[src/rtl/unidade_excecao_if.sv]
// Signal bundle between the exception sequencer and the surrounding datapath/memory.
// master: the sequencer (drives the mux selector and PC load); slave: the datapath side.
interface unidade_excecao_if;
    logic        excOpcode;
    logic        excOverflow;
    logic        excDivZero;
    logic [31:0] valorPC;
    logic [31:0] memDataOut;
    logic [3:0]  MuxAddr;
    logic        busy;
    logic        pcWrite;
    logic [31:0] pcValue;
    logic [31:0] epc;
    logic [1:0]  causa;

    modport master (
        input  excOpcode, excOverflow, excDivZero, valorPC, memDataOut,
        output MuxAddr, busy, pcWrite, pcValue, epc, causa
    );

    modport slave (
        output excOpcode, excOverflow, excDivZero, valorPC, memDataOut,
        input  MuxAddr, busy, pcWrite, pcValue, epc, causa
    );
endinterface

[src/rtl/unidade_excecao.sv]
// Exception sequencer: saves EPC, reads the handler byte at vector 253/254/255 and loads PC.
// Latency: flag edge to pcWrite is MEM_LATENCY+1 cycles; busy stalls control; flags while busy are dropped.
module unidade_excecao #(
    parameter int         MEM_LATENCY  = 2,
    parameter logic [3:0] SEL_NORMAL   = 4'b0000,
    parameter logic [3:0] SEL_OPCODE   = 4'b0011,
    parameter logic [3:0] SEL_OVERFLOW = 4'b0100,
    parameter logic [3:0] SEL_DIVZERO  = 4'b0101
) (
    input  logic                  clk,
    input  logic                  reset,
    unidade_excecao_if.master     bus
);

    typedef enum logic [1:0] {
        IDLE = 2'd0,
        WAIT = 2'd1,
        LOAD = 2'd2
    } state_t;

    localparam logic [3:0] CNT_INIT = 4'(MEM_LATENCY - 1);

    state_t      state_q, state_d;
    logic [3:0]  sel_q, sel_d;
    logic [1:0]  causa_q, causa_d;
    logic [3:0]  cnt_q;
    logic [31:0] epc_q;
    logic [31:0] handler_q;
    logic        exc_any;
    logic        accept;
    logic        unused_mem_hi;

    assign exc_any       = bus.excOpcode | bus.excOverflow | bus.excDivZero;
    assign accept        = (state_q == IDLE) && exc_any;
    assign unused_mem_hi = ^bus.memDataOut[31:8];

    always_comb begin
        state_d = state_q;
        case (state_q)
            IDLE:    if (exc_any) state_d = WAIT;
            WAIT:    if (cnt_q == 4'd0) state_d = LOAD;
            LOAD:    state_d = IDLE;
            default: state_d = IDLE;
        endcase
    end

    // Opcode wins over overflow, which wins over divide-by-zero.
    always_comb begin
        sel_d   = SEL_DIVZERO;
        causa_d = 2'b11;
        if (bus.excOpcode) begin
            sel_d   = SEL_OPCODE;
            causa_d = 2'b01;
        end else if (bus.excOverflow) begin
            sel_d   = SEL_OVERFLOW;
            causa_d = 2'b10;
        end
    end

    always_ff @(posedge clk or negedge reset) begin
        if (!reset) begin
            state_q   <= IDLE;
            sel_q     <= SEL_NORMAL;
            causa_q   <= 2'b00;
            cnt_q     <= 4'd0;
            epc_q     <= 32'd0;
            handler_q <= 32'd0;
        end else begin
            state_q <= state_d;
            if (accept) begin
                sel_q   <= sel_d;
                causa_q <= causa_d;
                epc_q   <= bus.valorPC - 32'd4;
                cnt_q   <= CNT_INIT;
            end else if (state_q == WAIT) begin
                if (cnt_q == 4'd0) begin
                    handler_q <= {24'b0, bus.memDataOut[7:0]};
                end else begin
                    cnt_q <= cnt_q - 4'd1;
                end
            end
        end
    end

    // Outputs depend only on state and registers, never directly on the flags.
    assign bus.MuxAddr = (state_q == IDLE) ? SEL_NORMAL : sel_q;
    assign bus.busy    = (state_q != IDLE);
    assign bus.pcWrite = (state_q == LOAD);
    assign bus.pcValue = handler_q;
    assign bus.epc     = epc_q;
    assign bus.causa   = causa_q;

endmodule

[src/flat_wrapper.sv]
// flat-port wrapper written by rule: the top's interface ports become plain ports
module unidade_excecao_flat 
#(
    parameter int         MEM_LATENCY  = 2,
    parameter logic [3:0] SEL_NORMAL   = 4'b0000,
    parameter logic [3:0] SEL_OPCODE   = 4'b0011,
    parameter logic [3:0] SEL_OVERFLOW = 4'b0100,
    parameter logic [3:0] SEL_DIVZERO  = 4'b0101
)
  (clk, reset, bus_excOpcode, bus_excOverflow, bus_excDivZero, bus_valorPC, bus_memDataOut, bus_MuxAddr, bus_busy, bus_pcWrite, bus_pcValue, bus_epc, bus_causa);
  unidade_excecao_if bus_i ();
  input  logic clk;
  input  logic reset;
  input wire logic [$bits(bus_i.excOpcode)-1:0] bus_excOpcode;
  input wire logic [$bits(bus_i.excOverflow)-1:0] bus_excOverflow;
  input wire logic [$bits(bus_i.excDivZero)-1:0] bus_excDivZero;
  input wire logic [$bits(bus_i.valorPC)-1:0] bus_valorPC;
  input wire logic [$bits(bus_i.memDataOut)-1:0] bus_memDataOut;
  output wire logic [$bits(bus_i.MuxAddr)-1:0] bus_MuxAddr;
  output wire logic [$bits(bus_i.busy)-1:0] bus_busy;
  output wire logic [$bits(bus_i.pcWrite)-1:0] bus_pcWrite;
  output wire logic [$bits(bus_i.pcValue)-1:0] bus_pcValue;
  output wire logic [$bits(bus_i.epc)-1:0] bus_epc;
  output wire logic [$bits(bus_i.causa)-1:0] bus_causa;
  assign bus_i.excOpcode = bus_excOpcode;
  assign bus_i.excOverflow = bus_excOverflow;
  assign bus_i.excDivZero = bus_excDivZero;
  assign bus_i.valorPC = bus_valorPC;
  assign bus_i.memDataOut = bus_memDataOut;
  assign bus_MuxAddr = bus_i.MuxAddr;
  assign bus_busy = bus_i.busy;
  assign bus_pcWrite = bus_i.pcWrite;
  assign bus_pcValue = bus_i.pcValue;
  assign bus_epc = bus_i.epc;
  assign bus_causa = bus_i.causa;
  unidade_excecao #(.MEM_LATENCY(MEM_LATENCY), .SEL_NORMAL(SEL_NORMAL), .SEL_OPCODE(SEL_OPCODE), .SEL_OVERFLOW(SEL_OVERFLOW), .SEL_DIVZERO(SEL_DIVZERO)) u_core (.clk(clk), .reset(reset), .bus(bus_i));
endmodule
[config.mk]
export PLATFORM = sky130hd
export DESIGN_NAME = unidade_excecao_flat
export DESIGN_NICKNAME = d
export VERILOG_FILES = /design/src/rtl/unidade_excecao_if.sv /design/src/rtl/unidade_excecao.sv /design/src/flat_wrapper.sv
export SDC_FILE = /design/constraint.sdc
export NUM_CORES = 1
export LEC_CHECK = 0
export CORE_AREA = 2 2 85 87
export DETAILED_ROUTE_END_ITERATION = 7
export DIE_AREA = 0 0 87 89
export PLACE_DENSITY_LB_ADDON = 0.15
export SYNTH_ARGS = -nofsm -noshare
export SYNTH_HDL_FRONTEND = slang
export SYNTH_SLANG_ARGS = --single-unit
export TNS_END_PERCENT = 20
[constraint.sdc]
create_clock -name clk -period 2.1 [get_ports clk]
set_input_delay 0.315 -clock clk [delete_from_list [all_inputs] [get_ports clk]]
set_output_delay 0.315 -clock clk [all_outputs]
set_load 0.02 [all_outputs]
==> metrics.md, run 1 <==
| Metric | Value |
|---|---|
| Status | `complete, no violations` |
| DP Wirelength | `4972 microns` |
| Vias in the first global route | `2271` |
| Fin Hold WS | `0.4801 ns` |
| Most frequent CP cell | `or4_1` |
| Int Pwr | `3.096 mW` |
| R2R Path Start | `u_core.state_q[1]` |
| Worst skew pair latency | `0.31 ns` |
| Root buf cell | `clkbuf_8` |
| Distinct cells, synth | `38` |
| Die Y | `89 microns` |
| Setup TNS | `0 ns` |
| Diode count | `0` |
| Via count | `2439` |
| Max-capacitance violation count | `0` |
| Fin crit share | `96.18%` |
| CP max stage cell | `or4_1` |
| Worst Path Buf+Inv | `1` |
| Highest routed layer | `met4` |
| Mapped Cells | `282` |
| Total chip power | `5.136 mW` |
| Min-Delay Path Class | `reg -> reg` |
| Synth area leader | `dfrtp_1` |
| Gr usage total | `17.14%` |
| Vias/cell | `4.957` |
| Layout Skew | `0.007913 ns` |
| Sw Ratio | `39.72%` |
| Worst Reg-to-Reg Cells | `4` |
| Die Width | `87 microns` |
| Reg-to-reg slack, setup | `0.32 ns` |
| Syn. warnings | `0` |
| Critical Path RT | `2.33 ns` |
| Max rail drop VDD | `0.0007195 V` |
| Synth top area share | `46.03%` |
| Worst Setup End Kind | `register` |
| Critical path's largest stage delay | `0.55 ns` |
| # DRC | `0` |
| Initial Utilization | `39.65%` |
| Hold_sp | `u_core.bus.epc[0]` |
| Max clock buf depth | `2` |
| Initial antenna violation count | `0` |
| Layout cells sized above 1 | `17.23%` |
| I/O pin count | `141` |
| Reg2reg end | `u_core.bus.epc[23]` |
| Sequential power share | `32.3%` |
| Post-Place Cells | `483` |
| Post-Place Cell Area | `3866 sq um` |
| Met2 wire len | `3142 microns` |
| Kind of critical path | `in -> reg` |
| Pre-CTS setup slack | `-0.2890 ns` |
| Num CTS Buffers | `5` |
| Max Clock Freq | `495.1 MHz` |
| CTS tree | `yes` |
| Iter 0 DRT Violations | `73` |
| Clock Sinks | `49` |
| Met1 Routed Length | `2900 microns` |
| Main synth FF type | `dfrtp_1` |
| Final instance area | `4009 sq um` |
| EDFF count, synth | `0` |
| Minimum clock period | `2.020 ns` |
| Slew margin rel. | `62.60%` |
| Combinational cell fraction of total power | `54.4%` |
| DIE AREA | `7743 sq um` |
| Pwr dens | `1281 nW/um^2` |
| Leak Pwr | `1.690 nW` |
| Cell Rows | `30` |
| Max Slew Vio Count | `0` |
| Met3 wire length | `344 microns` |
| Syn_area_per_cell | `9.446 sq um` |
| Worst-path fanout max | `6` |
| First-pass GRT wire length | `10470 microns` |
| Startpoint types | `input pin` |
| Register area share after synthesis | `46.03%` |
| Area Growth Syn to Fin | `50.49%` |
| PortBufs | `91` |
| Delay-heaviest family, CP | `simple AND/OR/NAND/NOR gates` |
| Yosys reg bits | `49` |
| Top post-synthesis cells by area | `dfrtp_1 46%, buf_4 7.6%, nand2_1 4.4%, o21ai_0 3.8%, a31oi_1 3.5%` |
| DR WL/cell | `13.09 microns` |
| Routability cong. | `0.7929` |
| Final setup viols | `0` |
| Largest net degree at the start of global routing | `38` |
| Total wire length | `6440 microns` |
| Layout Utilization | `59.66%` |
| Most frequent cells in the layout | `87 x clkdlybuf4s50_1, 49 x dfrtp_1, 40 x buf_4` |
| Sw Pwr | `2.040 mW` |
| Fin nets | `483` |
| Most common cell after layout, fill and taps aside | `clkdlybuf4s50_1` |
| Grt ovf | `0` |
| CP Data Arrival Time | `2.25 ns` |
| CTS H-tree depth | `2` |
| Hold Crit Depth | `2` |
| Cell area after synthesis | `2664 sq um` |
| Clock share of power | `13.4%` |
| Worst-Margin Slew | `0.5609 ns` |
| First drt pass iteration count | `4` |
| Final Hold Vio Count | `0` |
| Hold Path Sink | `u_core.bus.epc[0]` |
| Core area | `6719 sq um` |
| Non-filler instance count after layout | `492` |
| Ys async rst share | `100.0%` |
| Setup ws final | `0.08017 ns` |
| Antenna-violating nets left | `0` |
| CTS clk-pin slew, worst paths | `0.09 ns` |
| Crit path cell chain | `clkdlybuf4s50_1 -> or4_1 -> or2_4 -> or4_1 -> a31oi_1` |
[timing repair]
action | 4_1_cts | 5_1_grt
buffers inserted | 0 | 0
resized for setup | 1 | 5
endpoints found under the setup margin | 1 | 7
hold endpoints to repair | 1 | 0
hold buffers | 1 | 0
[final cells by class]
class	instances	area, sq um
sequential	49	1226
tap	80	100.1
clock inverter	3	46.29
fill	607	2710
inverter	6	22.52
multi-input combinational	215	1285
timing repair buffer	134	1260
clock buffer	5	68.82
[state kept, by name, indices dropped and copies added (netlist names)]
register            cells
u_core.bus.epc         32
u_core.state_q          2
u_core.cnt_q            4
u_core.sel_q            2
u_core.bus.pcValue      8
u_core.bus.causa        1
[tightest hold or removal path: cells and delay by family, from the launching register on]
kind | cells | cell delay, ns
flip-flops | 1 | 0.35
AND/OR/NAND/NOR | 2 | 0.10
[layer usage]
| metal | track usage [%] | vias up |
|---|---|---|
| met4 | 3.693 | 0 |
| met5 | 0 | - |
| li1 | - | 1210 |
| met2 | 29.15 | 73 |
| met1 | 22.19 | 1151 |
| met3 | 4.340 | 5 |
[how the worst max path moves through the flow]
stage,from,to,slack [ns],cells after the start
floorplan,bus_valorPC[28],u_core.bus.epc[31],0.25,4
finish,bus_valorPC[20],u_core.bus.epc[31],0.08,5
CTS,u_core.state_q[1],bus_MuxAddr[1],0.0004,3
detailed placement,bus_valorPC[17],u_core.bus.epc[31],-0.29,5
global placement,bus_valorPC[17],u_core.bus.epc[31],-0.23,5
global route,bus_valorPC[2],u_core.bus.epc[28],-0.004,7
[synthesized netlist by cell type, types with 2 or more instances]
cell / instances
nor3_1: 6
nor2_1: 25
or2_2: 4
o41ai_1: 2
o211ai_1: 2
dfrtp_1: 49
o21ai_0: 20
buf_4: 27
inv_1: 6
nand4_1: 5
or3_1: 9
xor2_1: 10
ha_1: 3
clkbuf_1: 9
and2_1: 3
a31oi_1: 15
nor2b_1: 2
o31ai_1: 7
xnor2_1: 4
nand3_1: 8
nand2_1: 31
mux2_2: 8
or4_1: 12
[cells by family after synthesis]
| logic type | synth area share (%) |
|---|---|
| and+or+nand+nor | 23.44 |
| AOI/OAI and AO/OA | 11.27 |
| other | 0.1408 |
| adders and majority gates | 1.409 |
| xor gates and xnor gates | 4.603 |
| DFF | 46.03 |
| buffers and inverters | 9.723 |
| muxes | 3.382 |
[power by group through the flow]
stage               combinational [mW]  sequential, mW  clock [mW]
floorplan                         1.08            2.12           0
global placement                  2.79            1.66           0
detailed placement                2.85            1.68           0
CTS                               2.84            1.67       0.713
global route                      3.07            1.72       0.756
finish                            2.79            1.66       0.686
(Power assumes the default switching activity.)
==> run 2, diff against run 1 <==
Settings changed: CORE_AREA 2 2 85 87 to 2 2 84 86, CTS_BUF_LIST set to sky130_fd_sc_hd__clkbuf_8, DIE_AREA 0 0 87 89 to 0 0 86 88.
==> metrics.md, run 2 (same netlist as run 1, synthesis figures left out) <==
| Metric | Value |
|---|---|
| Final Hold Vio Count | `22 (was 0)` |
| Grt ovf | `0 (unchanged)` |
| Pre-CTS setup slack | `-0.2608 ns (was -0.2890 ns)` |
| PortBufs | `91 (unchanged)` |
| Core area | `6644 sq um (was 6719 sq um)` |
| Antenna-violating nets left | `0 (unchanged)` |
| Layout cells sized above 1 | `18.27% (was 17.23%)` |
| Max Clock Freq | `491.3 MHz (was 495.1 MHz)` |
| CTS tree | `yes (unchanged)` |
| DIE AREA | `7568 sq um (was 7743 sq um)` |
| Worst-path fanout max | `6 (unchanged)` |
| Vias in the first global route | `2299 (was 2271)` |
| Int Pwr | `3.104 mW (was 3.096 mW)` |
| Worst Setup End Kind | `register (unchanged)` |
| Fin nets | `487 (was 483)` |
| First-pass GRT wire length | `10650 microns (was 10470 microns)` |
| Leak Pwr | `1.717 nW (was 1.690 nW)` |
| Iter 0 DRT Violations | `107 (was 73)` |
| Via count | `2463 (was 2439)` |
| Total chip power | `5.138 mW (was 5.136 mW)` |
| Sw Pwr | `2.033 mW (was 2.040 mW)` |
| Seq. cell area | `1226 sq um (unchanged)` |
| Final-layout fill cell count | `593 (was 607)` |
| Critical Path RT | `2.33 ns (about the same)` |
| Max-capacitance violation count | `0 (unchanged)` |
| Die Y | `88 microns (was 89 microns)` |
| Area Growth Syn to Fin | `51.48% (was 50.49%)` |
| Worst skew pair latency | `0.30 ns (was 0.31 ns)` |
| Cell Rows | `30 (unchanged)` |
| Most frequent cells in the layout | `87 x clkdlybuf4s50_1, 49 x dfrtp_1, 45 x buf_4 (was 87 x clkdlybuf4s50_1, 49 x dfrtp_1, 40 x buf_4)` |
| Status | `finished with violations (was complete, no violations)` |
| DP Wirelength | `4931 microns (was 4972 microns)` |
| Failing checks | `negative hold slack` |
| Startpoint types | `input pin (unchanged)` |
| Root buf cell | `clkbuf_8 (unchanged)` |
| RSZ-0062 raised after global routing | `true` |
| DR WL/cell | `12.82 microns (was 13.09 microns)` |
| Final setup viols | `0 (unchanged)` |
| # DRC | `0 (unchanged)` |
| Gr usage total | `17.45% (was 17.14%)` |
| Setup ws final | `0.06450 ns (was 0.08017 ns)` |
| Max clock buf depth | `2 (unchanged)` |
| First drt pass iteration count | `4 (unchanged)` |
| Combinational cell fraction of total power | `54.4% (about the same)` |
| Max rail drop VDD | `0.0006351 V (was 0.0007195 V)` |
| Post-CTS Hold Fix Bufs | `0 (was 1)` |
| Total wire length | `6361 microns (was 6440 microns)` |
| Kind of critical path | `in -> reg (unchanged)` |
| Initial antenna violation count | `0 (unchanged)` |
| CTS clk-pin slew, worst paths | `0.09 ns (about the same)` |
| Worst Reg-to-Reg Cells | `4 (unchanged)` |
| Max reg flops | `32 (unchanged)` |
| Minimum clock period | `2.035 ns (was 2.020 ns)` |
| Largest net degree at the start of global routing | `36 (was 38)` |
| Vias/cell | `4.966 (was 4.957)` |
| Pwr dens | `1273 nW/um^2 (was 1281 nW/um^2)` |
| Num CTS Buffers | `5 (unchanged)` |
| Max Slew Vio Count | `0 (unchanged)` |
| Most common cell after layout, fill and taps aside | `clkdlybuf4s50_1 (unchanged)` |
| I/O pin count | `141 (unchanged)` |
| Routability cong. | `0.8175 (was 0.7929)` |
| Post-Place Cell Area | `3904 sq um (was 3866 sq um)` |
| Initial Utilization | `40.09% (was 39.65%)` |
| Area occupied by multi-input gates | `1280 sq um (was 1285 sq um)` |
| Worst-Margin Slew | `0.5466 ns (was 0.5609 ns)` |
| Post-Place Cells | `488 (was 483)` |
| Non-filler instance count after layout | `496 (was 492)` |
| Slew margin rel. | `63.56% (was 62.60%)` |
| Sequential power share | `32.1% (was 32.3%)` |
| Sw Ratio | `39.57% (was 39.72%)` |
| CTS H-tree depth | `2 (unchanged)` |
| CP Data Arrival Time | `2.26 ns (was 2.25 ns)` |
| Final instance area | `4035 sq um (was 4009 sq um)` |
| Setup TNS | `0 ns (unchanged)` |
| Clock Sinks | `49 (unchanged)` |
| Clock share of power | `13.4% (about the same)` |
| Fin Hold WS | `-0.01252 ns (was 0.4801 ns)` |
| Diode count | `0 (unchanged)` |
| Layout Skew | `0.007703 ns (was 0.007913 ns)` |
| Fin crit share | `96.93% (was 96.18%)` |
| Min-Delay Path Class | `in -> async (was reg -> reg)` |
| Die Width | `86 microns (was 87 microns)` |
| Layout Utilization | `60.73% (was 59.66%)` |
run 2: what timing repair did:
| item | 4_1_cts | 5_1_grt |
|---|---|---|
| setup buffers | 0 | 0 |
| endpoints found under the setup margin | 0 | 6 |
| resized for setup | 0 | 5 |
run 2: final timing paths:
path	start	slack (ns)	end
min in group clk	u_core.sel_q[1]	0.48	u_core.sel_q[1]
setup reg to reg	u_core.state_q[1]	0.33	u_core.bus.epc[23]
setup / recovery	bus_valorPC[15]	0.06	u_core.bus.epc[28]
hold reg to reg	u_core.sel_q[1]	0.48	u_core.sel_q[1]
hold / removal	reset	-0.01	u_core.bus.epc[0]
max in group asynchronous	reset	1.58	u_core.state_q[0]
run 2: area by class of cell:
type	count	area share (%)
timing repair buffer	138	32.00
tap	80	2.481
inverter	6	0.5581
sequential	49	30.39
multi-input combinational	215	31.72
clock inverter	3	1.147
clock buffer	5	1.705
run 2: metal layers:
| layer | vias up | track usage [%] | part of all wire [%] |
|---|---|---|---|
| met5 | - | 0 | 0 |
| met4 | 0 | 4.040 | 0.82 |
| met3 | 6 | 4.241 | 6.1 |
| met2 | 75 | 29.32 | 49 |
| met1 | 1168 | 22.86 | 44 |
| li1 | 1214 | - | - |
run 2: power groups by stage:
stage | registers (mW) | logic (mW) | clock network (mW)
final | 1.65 | 2.80 | 0.690
after global placement | 1.66 | 2.80 | 0
after CTS | 1.66 | 2.84 | 0.706
after floorplan | 2.12 | 1.08 | 0
after detailed placement | 1.67 | 2.84 | 0
after global routing | 1.71 | 3.05 | 0.756
run 2: worst max-delay path, stage by stage:
cell and delay [ns]:
clkdlybuf4s50_1 0.45, nor4_2 0.34, buf_4 0.17, buf_4 0.10, nand4_1 0.19, or4_1 0.52
a31oi_1 0.17
